File: src/rtl/count_arb_pkg.sv
// Shared types and sizing for the count arbiter and its counter datapath.
// Also holds the round-robin pick so that both requesters are served under contention.
package count_arb_pkg;

    localparam int COUNT_W = 4;
    localparam int NUM_REQ = 2;

    typedef enum logic [1:0] {
        IDLE  = 2'd0,
        COUNT = 2'd1,
        DONE  = 2'd2
    } state_t;

    // last = index of the requester served most recently; under contention the other one wins
    function automatic logic [NUM_REQ-1:0] rr_pick(input logic [NUM_REQ-1:0] req,
                                                   input logic               last);
        logic [NUM_REQ-1:0] pick;
        pick = req;
        if (&req) begin
            pick = last ? 2'b01 : 2'b10;
        end
        return pick;
    endfunction

endpackage

File: src/rtl/count_core.sv
// Counter datapath: WIDTH-bit register with synchronous clear (priority) and enable.
// Flags when the count equals the supplied terminal value; no backpressure.
module count_core
    import count_arb_pkg::*;
#(
    parameter int WIDTH = COUNT_W
) (
    input  logic             clk,
    input  logic             reset,
    input  logic             clr,
    input  logic             en,
    input  logic [WIDTH-1:0] term,
    output logic [WIDTH-1:0] q,
    output logic             hit
);

    always_ff @(posedge clk) begin
        if (!reset) begin
            q <= '0;
        end else if (clr) begin
            q <= '0;
        end else if (en) begin
            q <= q + 1'b1;
        end
    end

    assign hit = (q == term);

endmodule

File: src/rtl/count_arbiter.sv
// Round-robin arbiter granting the shared counter for len+1 ticks, then a one-cycle done pulse.
// Optional COUNT_ARB_ABORT_EN: the granted requester dropping req during COUNT aborts the run.
module count_arbiter
    import count_arb_pkg::*;
#(
    parameter int WIDTH = COUNT_W
) (
    input  logic               clk,
    input  logic               reset,
    input  logic [NUM_REQ-1:0] req,
    input  logic [WIDTH-1:0]   len0,
    input  logic [WIDTH-1:0]   len1,
    output logic [NUM_REQ-1:0] gnt,
    output logic [NUM_REQ-1:0] done,
    output logic [WIDTH-1:0]   q,
    output logic               busy
);

    state_t             state;
    state_t             state_nxt;
    logic [NUM_REQ-1:0] pick;
    logic [NUM_REQ-1:0] gnt_nxt;
    logic [NUM_REQ-1:0] done_nxt;
    logic [WIDTH-1:0]   len_lat;
    logic [WIDTH-1:0]   len_lat_nxt;
    logic               last;
    logic               last_nxt;
    logic               grant;
    logic               abort;
    logic               hit;
    logic               cnt_clr;
    logic               cnt_en;

    assign pick  = rr_pick(req, last);
    assign grant = (state == IDLE) && (|req);

`ifdef COUNT_ARB_ABORT_EN
    assign abort = (state == COUNT) && ((req & gnt) == '0);
`else
    assign abort = 1'b0;
`endif

    always_ff @(posedge clk) begin
        if (!reset) begin
            state <= IDLE;
        end else begin
            state <= state_nxt;
        end
    end

    always_comb begin
        state_nxt = state;
        unique case (state)
            IDLE:    if (|req) state_nxt = COUNT;
            COUNT: begin
                if (abort) begin
                    state_nxt = IDLE;
                end else if (hit) begin
                    state_nxt = DONE;
                end
            end
            DONE:    state_nxt = IDLE;
            default: state_nxt = IDLE;
        endcase
    end

    // Next values of the registered outputs plus counter control; q holds on abort
    always_comb begin
        gnt_nxt     = gnt;
        done_nxt    = '0;
        len_lat_nxt = len_lat;
        last_nxt    = last;
        cnt_clr     = 1'b0;
        cnt_en      = 1'b0;
        unique case (state)
            IDLE: begin
                gnt_nxt = '0;
                if (grant) begin
                    gnt_nxt     = pick;
                    cnt_clr     = 1'b1;
                    len_lat_nxt = pick[1] ? len1 : len0;
                    last_nxt    = pick[1];
                end
            end
            COUNT: begin
                if (abort) begin
                    gnt_nxt = '0;
                end else if (hit) begin
                    done_nxt = gnt;
                end else begin
                    cnt_en = 1'b1;
                end
            end
            DONE:    gnt_nxt = '0;
            default: gnt_nxt = '0;
        endcase
    end

    always_ff @(posedge clk) begin
        if (!reset) begin
            gnt     <= '0;
            done    <= '0;
            len_lat <= '0;
            last    <= 1'b1;
        end else begin
            gnt     <= gnt_nxt;
            done    <= done_nxt;
            len_lat <= len_lat_nxt;
            last    <= last_nxt;
        end
    end

    assign busy = (state != IDLE);

    count_core #(
        .WIDTH(WIDTH)
    ) u_core (
        .clk  (clk),
        .reset(reset),
        .clr  (cnt_clr),
        .en   (cnt_en),
        .term (len_lat),
        .q    (q),
        .hit  (hit)
    );

endmodule

File: config.mk
export PLATFORM = sky130hd
export DESIGN_NAME = count_arbiter
export DESIGN_NICKNAME = d
export VERILOG_FILES = /design/src/rtl/count_arb_pkg.sv /design/src/rtl/count_core.sv /design/src/rtl/count_arbiter.sv
export SDC_FILE = /design/constraint.sdc
export NUM_CORES = 1
export LEC_CHECK = 0
export BUFFER_PORTS_ARGS = -buffer_cell sky130_fd_sc_hd__buf_2
export CAP_MARGIN = 5
export CORE_MARGIN = 4
export CORE_UTILIZATION = 48
export DETAILED_ROUTE_END_ITERATION = 8
export PLACE_DENSITY = 0.84
export SETUP_SLACK_MARGIN = 0.02
export SLEW_MARGIN = 20
export SYNTH_ARGS = -nofsm -noshare
export SYNTH_HDL_FRONTEND = slang
export SYNTH_HIERARCHICAL = 1
export SYNTH_SLANG_ARGS = --single-unit
File: constraint.sdc
create_clock -name clk -period 1.8 [get_ports clk]
set_input_delay 0.36 -clock clk [delete_from_list [all_inputs] [get_ports clk]]
set_output_delay 0.36 -clock clk [all_outputs]
set_load 0.02 [all_outputs]
Word level (Yosys, flattened, before mapping):

Cells that the tools add are included.

* flip-flop bits (word level): 15
* input port bits: 12
* output and inout port bits: 9

* $add $sub $neg: 1
* equal/unequal tests: 4
* mux-type cells: 12
* bitwise logic cells: 1
* reduce and logical (&&, ||, !) cells: 9

Operator list (count)
* 2-bit two-way mux: 5
* 2-bit one-hot mux with 2 select lines: 2
* 2-bit AND reduction: 3
* 4-bit by 1-bit adder with 4-bit output (second input constant): 1
* 4-bit equality test: 1
* 1-bit two-way mux: 4
* 4-bit two-way mux: 1
* 2-bit OR reduction: 2
* 3-bit AND reduction: 1
* 2-bit by 1-bit equality test with 1-bit output (second input constant): 1
* 2-bit zero test: 1
* 2-bit by 1-bit inequality test with 1-bit output (second input constant): 1
* 2-bit inequality test (second input constant): 1
* 2-bit nonzero test: 1
* 1-bit logical AND: 1
* 1-bit NOT: 1

Logic depth before layout (Yosys ltp):

Gate-level depths: netlist (run 1).

* depth in word-level cells: 5
* depth in mapped cells: 5

Hierarchy:

Netlist (run 1), hierarchy kept.

Modules (own cells, without submodules)
* count_arbiter: instances 1, cells each 48, area each 491.7 µm², seq. area each 220.2 µm²
* count_core: instances 1, cells each 22, area each 221.5 µm², seq. area each 80.1 µm²

Least setup slack after synthesis (run 1):

OpenSTA, ideal clock, no wires.

* path kind: reg-to-reg
* from: register u_core.q[0]
* to: register u_core.q[3]
* arrival: 1.604 ns
* data required time: 1.681 ns
* setup slack: 0.077 ns
* cell stages (with the launch flop): 6
* cell sequence: dfxtp_1 > xor2_1 > nor4_1 > nor3b_1 > nand4_1 > mux2i_1

* word-level cells in the longest chain between the ends: 3
* elaborated cells on any way between the ends: 4
* those cells by class: 1 x add/sub; 1 x eq/ne; 2 x mux

Ends and longest elaborated chain
* from (decl): RTL line count_core.sv:13 `output logic [WIDTH-1:0] q,`
* from (signal assigned): RTL line count_core.sv:23 `q <= q + 1'b1;`
* 4-bit equality test: RTL line count_core.sv:27 `assign hit = (q == term);`
* named net hit: RTL line count_arbiter.sv:30 `logic hit;`
* 1-bit two-way mux: RTL line count_arbiter.sv:88 `end else if (hit) begin`
* 1-bit two-way mux: RTL line count_arbiter.sv:75 `unique case (state)`
* named net cnt_en: RTL line count_arbiter.sv:32 `logic cnt_en;`

The timed path passes the listed nets, and every way through them passes these cells.
A chain may end at the register's enable or synchronous reset.

Final worst setup path (run 1):

* from: register u_core.q[1]
* to: register u_core.q[2]

Same word-level chain as after synthesis.

==> results of run 1 <==
[cells by family after synthesis]
group / count (synthesis) / synth area share [%]
AOI/OAI and AO/OA: 16 / 18.42
xor gates and xnor gates: 5 / 6.140
adders and majority gates: 1 / 1.754
buffers and inverters: 3 / 2.632
DFF: 15 / 42.11
muxes: 6 / 8.421
and+or+nand+nor: 24 / 20.53
[sequential cells by signal (all words and copies together), names as in the netlist]
name and count:
done 2, last 1, u_core/q 4, gnt 2, len_lat 4, state 2
[cell type report]
| type | instances | share of cell area, % |
|---|---|---|
| multi-input cells | 52 | 46.84 |
| flip-flops and latches | 15 | 35.24 |
| repair buffers | 20 | 11.75 |
| clock buffers | 4 | 3.084 |
| well taps | 15 | 2.203 |
| inverters | 2 | 0.8811 |
[critical path, cell delays in order, from the launching register on]
cell and delay (ns):
sky130_fd_sc_hd__dfxtp_1 0.36, sky130_fd_sc_hd__xor2_1 0.18, sky130_fd_sc_hd__nor4_1 0.51, sky130_fd_sc_hd__nor3b_2 0.18, sky130_fd_sc_hd__a21bo_2 0.22, sky130_fd_sc_hd__a21oi_1 0.11
[report_power, final]
part / internal, µW / switching (µW) / leakage (µW)
combinational: 89.3 / 105 / 0.000265
sequential: 361 / 26.9 / 0.000123
clock: 86.1 / 101 / 0.0000150
[final timing paths]
check | from | to | slack, ns | cells after the start
worst min register to register | gnt[1]$_SDFFE_PN0N_ | done[1]$_SDFF_PN0_ | 0.47 | 2
worst max register to register | u_core/q[1]$_SDFFE_PP0P_ | u_core/q[2]$_SDFFE_PP0P_ | 0.19 | 5
worst max-delay path | u_core/q[1]$_SDFFE_PP0P_ | u_core/q[2]$_SDFFE_PP0P_ | 0.19 | 5
worst min-delay path | reset | last$_SDFFE_PN1P_ | 0.34 | 2
[through the flow]
stage                     util (%)  instance area (µm²)  hold WS, ns  instances
final                        63.11                852.1       0.3354        108
after global routing         63.11                852.1       0.3510        108
after CTS                    62.74                847.1       0.3282        108
after detailed placement     60.80                820.8       0.4661        104
after global placement       60.80                820.8       0.4541        104
after floorplan                  -                713.2       0.4362         70
[per-layer routing]
metal,vias up,part of all wire [%]
met4,0,0.91
li1,293,-
met1,244,45
met3,3,8.0
met2,16,46
met5,-,0
[what timing repair did]
item | 4_1_cts | 5_1_grt
endpoints found under the hold margin | 0 | 0
setup endpoints to repair | 0 | 4
gates resized for setup | 0 | 1
setup buffers | 0 | 0
[cell usage in the layout (no fill, tap or decap)]
master	instances
sky130_fd_sc_hd__xnor2_1	1
sky130_fd_sc_hd__mux2i_1	6
sky130_fd_sc_hd__or2_4	1
sky130_fd_sc_hd__a211oi_2	4
sky130_fd_sc_hd__nor2_2	1
sky130_fd_sc_hd__a21bo_2	1
sky130_fd_sc_hd__and3_1	1
sky130_fd_sc_hd__and2_4	1
sky130_fd_sc_hd__nor4_1	1
sky130_fd_sc_hd__xor2_1	4
sky130_fd_sc_hd__nor3b_2	1
sky130_fd_sc_hd__ha_1	1
sky130_fd_sc_hd__nor2_1	4
sky130_fd_sc_hd__dfxtp_1	15
sky130_fd_sc_hd__nand3b_1	3
sky130_fd_sc_hd__nand2_1	3
sky130_fd_sc_hd__inv_1	2
sky130_fd_sc_hd__nand4_1	1
sky130_fd_sc_hd__nand2b_1	4
sky130_fd_sc_hd__a21oi_1	8
sky130_fd_sc_hd__and3_2	1
sky130_fd_sc_hd__o21a_1	1
sky130_fd_sc_hd__buf_2	20
sky130_fd_sc_hd__nor2b_1	1
sky130_fd_sc_hd__a21boi_4	1
sky130_fd_sc_hd__clkbuf_4	3
sky130_fd_sc_hd__clkbuf_1	1
sky130_fd_sc_hd__o21ai_0	1
sky130_fd_sc_hd__or3b_1	1
==> insert_results.sql, run 1 <==
INSERT INTO impl_metrics (metric_group, metric, value, unit) VALUES
('critical_path', 'worstSetupPathType', 'flop to flop', ''),
('floorplan', 'die_height', '46.55', 'µm'),
('route', 'drtIter0Drc', '15', ''),
('route', 'drc', '0', ''),
('synthesis', 'synthCells', '70', ''),
('clocking', 'clock_tree.buffer_depth', '2', ''),
('synthesis', 'synth_warn', '6', ''),
('route', 'detail_route.first_pass.iterations', '4', ''),
('global_route', 'grt_max_degree', '9', ''),
('cells_and_area', 'area.sequential', '300.3', 'µm²'),
('timing', 'timing.max_slew.rel_slack', '64.65', '%'),
('synthesis', 'postSynthRegisterBits', '15', ''),
('timing', 'post_layout_minimum_cycle_time', '1.607', 'ns'),
('clocking', 'cts_made_buffers', '3', ''),
('clocking', 'cell_at_the_root_of_the_clock_tree', 'sky130_fd_sc_hd__clkbuf_4', ''),
('clocking', 'clock_latency', '0.28', 'ns'),
('synthesis', 'post_synth_instance_area', '713.2', 'µm²'),
('power', 'power_leakage', '0.0004032', 'µW'),
('floorplan', 'fp-row-count', '13', ''),
('route', 'wirelength', '1.317', 'mm'),
('global_route', 'grt_pass1_vias', '503', ''),
('critical_path', 'setup.worst_path.start_class', 'flop', ''),
('critical_path', 'cp_max_fo', '6', ''),
('cells_and_area', 'layout_net_count', '107', ''),
('outcome', 'outcome', 'finished clean', ''),
('timing', 'drv_slew', '0', ''),
('global_route', 'gr-usage-met3', '6.250', '%'),
('power', 'power_per_cell_area', '903.0', 'nW/µm²'),
('synthesis', 'synth_largest_type_area_fraction', '42.11', '%'),
('cells_and_area', 'layout-drive-gt1-share', '36.56', '%'),
('global_route', 'grt_first_pass_wirelength', '2.159', 'mm'),
('synthesis', 'async_reset_ff_share', '0', '%'),
('worst_hold_path', 'worstHoldPathType', 'input port to flop', ''),
('synthesis', 'synth_top_area_cell', 'sky130_fd_sc_hd__dfxtp_1', ''),
('placed_design', 'io_buffers', '20', ''),
('critical_path', 'required_time_at_the_worst_slack_endpoint', '2.02', 'ns'),
('route', 'route.detailed.vias_per_inst', '5.148', ''),
('cells_and_area', 'antenna_cells', '0', ''),
('critical_path', 'critical_path_arrival', '1.83', 'ns'),
('cells_and_area', 'layout_fillers', '123', ''),
('floorplan', 'floorplan.initialDensity', '52.83', '%'),
('clocking', 'cts_hold_repair.buffers', '0', ''),
('synthesis', 'list_of_most_frequent_post_synthesis_cells', '15 x sky130_fd_sc_hd__dfxtp_1, 8 x sky130_fd_sc_hd__a21oi_1, 6 x sky130_fd_sc_hd__mux2i_1', ''),
('cells_and_area', 'areaGrowthSynthToFinish', '19.47', '%'),
('floorplan', 'ioPinCount', '21', ''),
('synthesis', 'synth.area.top_cells', 'sky130_fd_sc_hd__dfxtp_1 42%, sky130_fd_sc_hd__mux2i_1 8.4%, sky130_fd_sc_hd__a211oi_2 7.0%', ''),
('synthesis', 'syn-num-nets', '83', ''),
('global_route', 'grt_overflow', '0', ''),
('global_route', 'groute.usage.overall', '13.96', '%'),
('floorplan', 'core-area', '1350', 'µm²'),
('power', 'p_total', '769.4', 'µW'),
('timing', 'finalClockSkew', '0.003311', 'ns'),
('placed_design', 'post-place-ws', '0.04438', 'ns'),
('synthesis', 'syn_avg_cell_area', '10.19', 'µm²'),
('timing', 'worst_pin_slew', '0.5255', 'ns'),
('route', 'antenna_violating_nets_post_route', '0', ''),
('floorplan', 'die-area', '2166', 'µm²'),
('route', 'avgRoutedWirePerCell', '12.19', 'µm'),
('clocking', 'clk_pin_slew', '0.08', 'ns'),
('timing', 'number_of_endpoints_with_negative_hold_slack_in_the_final_report', '0', ''),
('synthesis', 'ys_dominant_reg_cell', 'sky130_fd_sc_hd__dfxtp_1', ''),
('synthesis', 'synth-seq-area-share', '42.11', '%'),
('floorplan', 'die_x', '46.55', 'µm'),
('cells_and_area', 'multi_input_logic_area', '399.1', 'µm²'),
('placed_design', 'dp_hpwl', '983.3', 'µm'),
('power', 'peakVddDrop', '426.7', 'µV'),
('timing', 'rsz0062_at_grt', 'no', ''),
('clocking', 'cts-htree-levels', '1', ''),
('critical_path', 'timing.critical_path.to_type', 'flop', ''),
('synthesis', 'post_synth_num_cell_types', '27', ''),
('placed_design', 'gp_routability_congestion', '0.7199', '');
(Power assumes the default switching activity.)
==> run 2, diff against run 1 <==
- BUFFER_PORTS_ARGS: -buffer_cell sky130_fd_sc_hd__buf_2 -> -buffer_cell sky130_fd_sc_hd__buf_4
- HOLD_SLACK_MARGIN: not set -> 0.02
==> run 2 against run 1 <==
Compared with the run above: worst hold slack got worse by 0.011 ns; clock power fell by 2%; global-route usage rose by 1.7 points; clock skew fell by 0.0021 ns; critical path depth did not move; register-to-register slack barely moved; count of clock-buffer cells in the layout did not move; non-clock buffer count did not move; cell count did not move; critical endpoint unchanged.
==> insert_results.sql, run 2 (synthesized netlist as in run 1, its figures left out) <==
INSERT INTO impl_metrics (metric_group, metric, value, unit) VALUES
('route', 'detail_route.first_pass.iterations', '2', ''),
('critical_path', 'required_time_at_the_worst_slack_endpoint', '2.01', 'ns'),
('global_route', 'grt_first_pass_wirelength', '2.304', 'mm'),
('route', 'dr.max_layer_used', 'met4', ''),
('cells_and_area', 'final_cell_mix', '20 x sky130_fd_sc_hd__buf_4, 15 x sky130_fd_sc_hd__dfxtp_1, 8 x sky130_fd_sc_hd__a21oi_1, 6 x sky130_fd_sc_hd__mux2i_1', ''),
('cells_and_area', 'most_common_library_cell_in_the_layout_ignoring_fill_and_taps', 'sky130_fd_sc_hd__buf_4', ''),
('critical_path', 'path_delay_family', 'simple AND/OR/NAND/NOR gates', ''),
('critical_path', 'timing.critical_path.to_type', 'flop', ''),
('global_route', 'grt_max_degree', '9', ''),
('flow_run', 'cap_viol_max_count', '0', ''),
('route', 'drc', '0', ''),
('power', 'power_leakage', '0.0004129', 'µW'),
('global_route', 'antenna_violations_before_repair', '0', ''),
('timing', 'drv_slew', '0', ''),
('critical_path', 'timing.critical_path.buf_inv', '0', ''),
('critical_path', 'worstPathCellList', 'xor2_1, nor4_1, nor3b_2, a21bo_2, a21oi_1', ''),
('power', 'peakVddDrop', '483.6', 'µV'),
('clocking', 'cts_made_buffers', '3', ''),
('cells_and_area', 'areaGrowthSynthToFinish', '26.49', '%'),
('clocking', 'clock_latency', '0.27', 'ns'),
('placed_design', 'gp_routability_congestion', '0.7356', ''),
('floorplan', 'core-area', '1350', 'µm²'),
('clocking', 'tritoncts', 'yes', ''),
('critical_path', 'cp_max_fo', '6', ''),
('critical_path', 'worstSetupPathType', 'flop to flop', ''),
('critical_path', 'crit_slowest_cell', 'sky130_fd_sc_hd__nor4_1', ''),
('floorplan', 'die_height', '46.55', 'µm'),
('route', 'antenna_violating_nets_post_route', '0', ''),
('clocking', 'clock_tree.buffer_depth', '2', ''),
('timing', 'fin_crit_sh', '90.03', '%'),
('cells_and_area', 'layout_fillers', '113', ''),
('global_route', 'groute.usage.overall', '15.63', '%'),
('global_route', 'grt_pass1_vias', '540', ''),
('timing', 'setup_violation_total_in_the_final_timing_report', '0', ''),
('global_route', 'grt_overflow', '0', ''),
('timing', 'worst_pin_slew', '0.5151', 'ns'),
('power', 'power_per_cell_area', '866.8', 'nW/µm²'),
('cells_and_area', 'antenna_cells', '0', ''),
('cells_and_area', 'layout.core_utilization', '66.82', '%'),
('critical_path', 'critical_path_arrival', '1.83', 'ns'),
('outcome', 'outcome', 'finished clean', ''),
('route', 'wirelength', '1.362', 'mm'),
('cells_and_area', 'layout-drive-gt1-share', '36.56', '%'),
('route', 'met2_wl_post_dr', '670', 'µm'),
('timing', 'timing.fmax', '617.1', 'MHz'),
('timing', 'finalClockSkew', '0.001251', 'ns'),
('clocking', 'clk_pin_slew', '0.08', 'ns'),
('floorplan', 'die_x', '46.55', 'µm'),
('clocking', 'cell_at_the_root_of_the_clock_tree', 'sky130_fd_sc_hd__clkbuf_4', ''),
('floorplan', 'ioPinCount', '21', ''),
('placed_design', 'dp_hpwl', '1.063', 'mm'),
('route', 'route.detailed.vias_per_inst', '5.296', ''),
('critical_path', 'crit_path_max_incr_delay', '0.50', 'ns'),
('clocking', 'cts.repair_timing.setup_buffer_count', '0', ''),
('cells_and_area', 'layout_net_count', '107', ''),
('placed_design', 'io_buffers', '20', ''),
('clocking', 'cts_sink_cnt', '15', ''),
('timing', 'number_of_endpoints_with_negative_hold_slack_in_the_final_report', '0', ''),
('floorplan', 'fp-row-count', '13', ''),
('timing', 'post_layout_minimum_cycle_time', '1.620', 'ns'),
('worst_hold_path', 'worstHoldPathType', 'input port to flop', ''),
('route', 'drtIter0Drc', '8', ''),
('clocking', 'cts_hold_repair.buffers', '0', ''),
('timing', 'rsz0062_at_grt', 'no', ''),
('timing', 'timing.max_slew.rel_slack', '65.35', '%'),
('floorplan', 'floorplan.initialDensity', '52.83', '%'),
('route', 'avgRoutedWirePerCell', '12.61', 'µm'),
('route', 'via_count', '572', ''),
('critical_path', 'setup.worst_path.start_class', 'flop', ''),
('route', 'met3RoutedLength', '83', 'µm'),
('clocking', 'post_cts_resize_count', '1', ''),
('cells_and_area', 'largest_registers', 'len_lat (4), u_core/q (4)', ''),
('timing', 'setup_total_negative_slack', '0', 'ns'),
('route', 'sum_of_routed_wire_segments_on_met1', '593', 'µm'),
('clocking', 'cts-htree-levels', '1', ''),
('floorplan', 'die-area', '2166', 'µm²');
## run 2: where the power goes
group | internal, µW | switching [µW]
combinational | 103 | 108
clock | 85.8 | 97.1
sequential | 361 | 27.3
total | 550 | 232
## run 2: per-layer routing
layer  track usage, %  vias to the layer above
met5                0                        -
met4            8.523                        0
met3            5.078                        2
met2            25.55                       15
met1            17.72                      261
li1                 -                      294
## run 2: worst paths after layout
kind | startpoint | end | slack, ns | depth (start not counted)
worst max register to register | u_core/q[1]$_SDFFE_PP0P_ | u_core/q[2]$_SDFFE_PP0P_ | 0.18 | 5
worst min-delay path | reset | last$_SDFFE_PN1P_ | 0.32 | 2
worst max-delay path | u_core/q[1]$_SDFFE_PP0P_ | u_core/q[2]$_SDFFE_PP0P_ | 0.18 | 5
worst min register to register | gnt[1]$_SDFFE_PN0N_ | done[1]$_SDFF_PN0_ | 0.47 | 2
## run 2: cell type report
class / instances / area (µm²) / area share, %
Clock buffer: 4 / 26.28 / 2.913
Inverter: 2 / 7.507 / 0.8322
Multi-Input combinational cell: 52 / 399.1 / 44.24
Sequential cell: 15 / 300.3 / 33.29
Tap cell: 15 / 18.77 / 2.080
Timing Repair Buffer: 20 / 150.1 / 16.64
## run 2: stage by stage
stage / total power [µW] / worst slack (ns) / std cells / hold WS, ns / instance area, µm²
detailed placement: 605.4 / 0.006745 / 104 / 0.4654 / 870.8
global route: 834.6 / 0.04301 / 108 / 0.3207 / 902.1
CTS: 794.4 / 0.1808 / 108 / 0.3197 / 902.1
floorplan: 544.8 / 0.07690 / 70 / 0.4362 / 713.2
finish: 781.9 / 0.1795 / 108 / 0.3240 / 902.1
global placement: 599.1 / 0.09114 / 104 / 0.4579 / 870.8
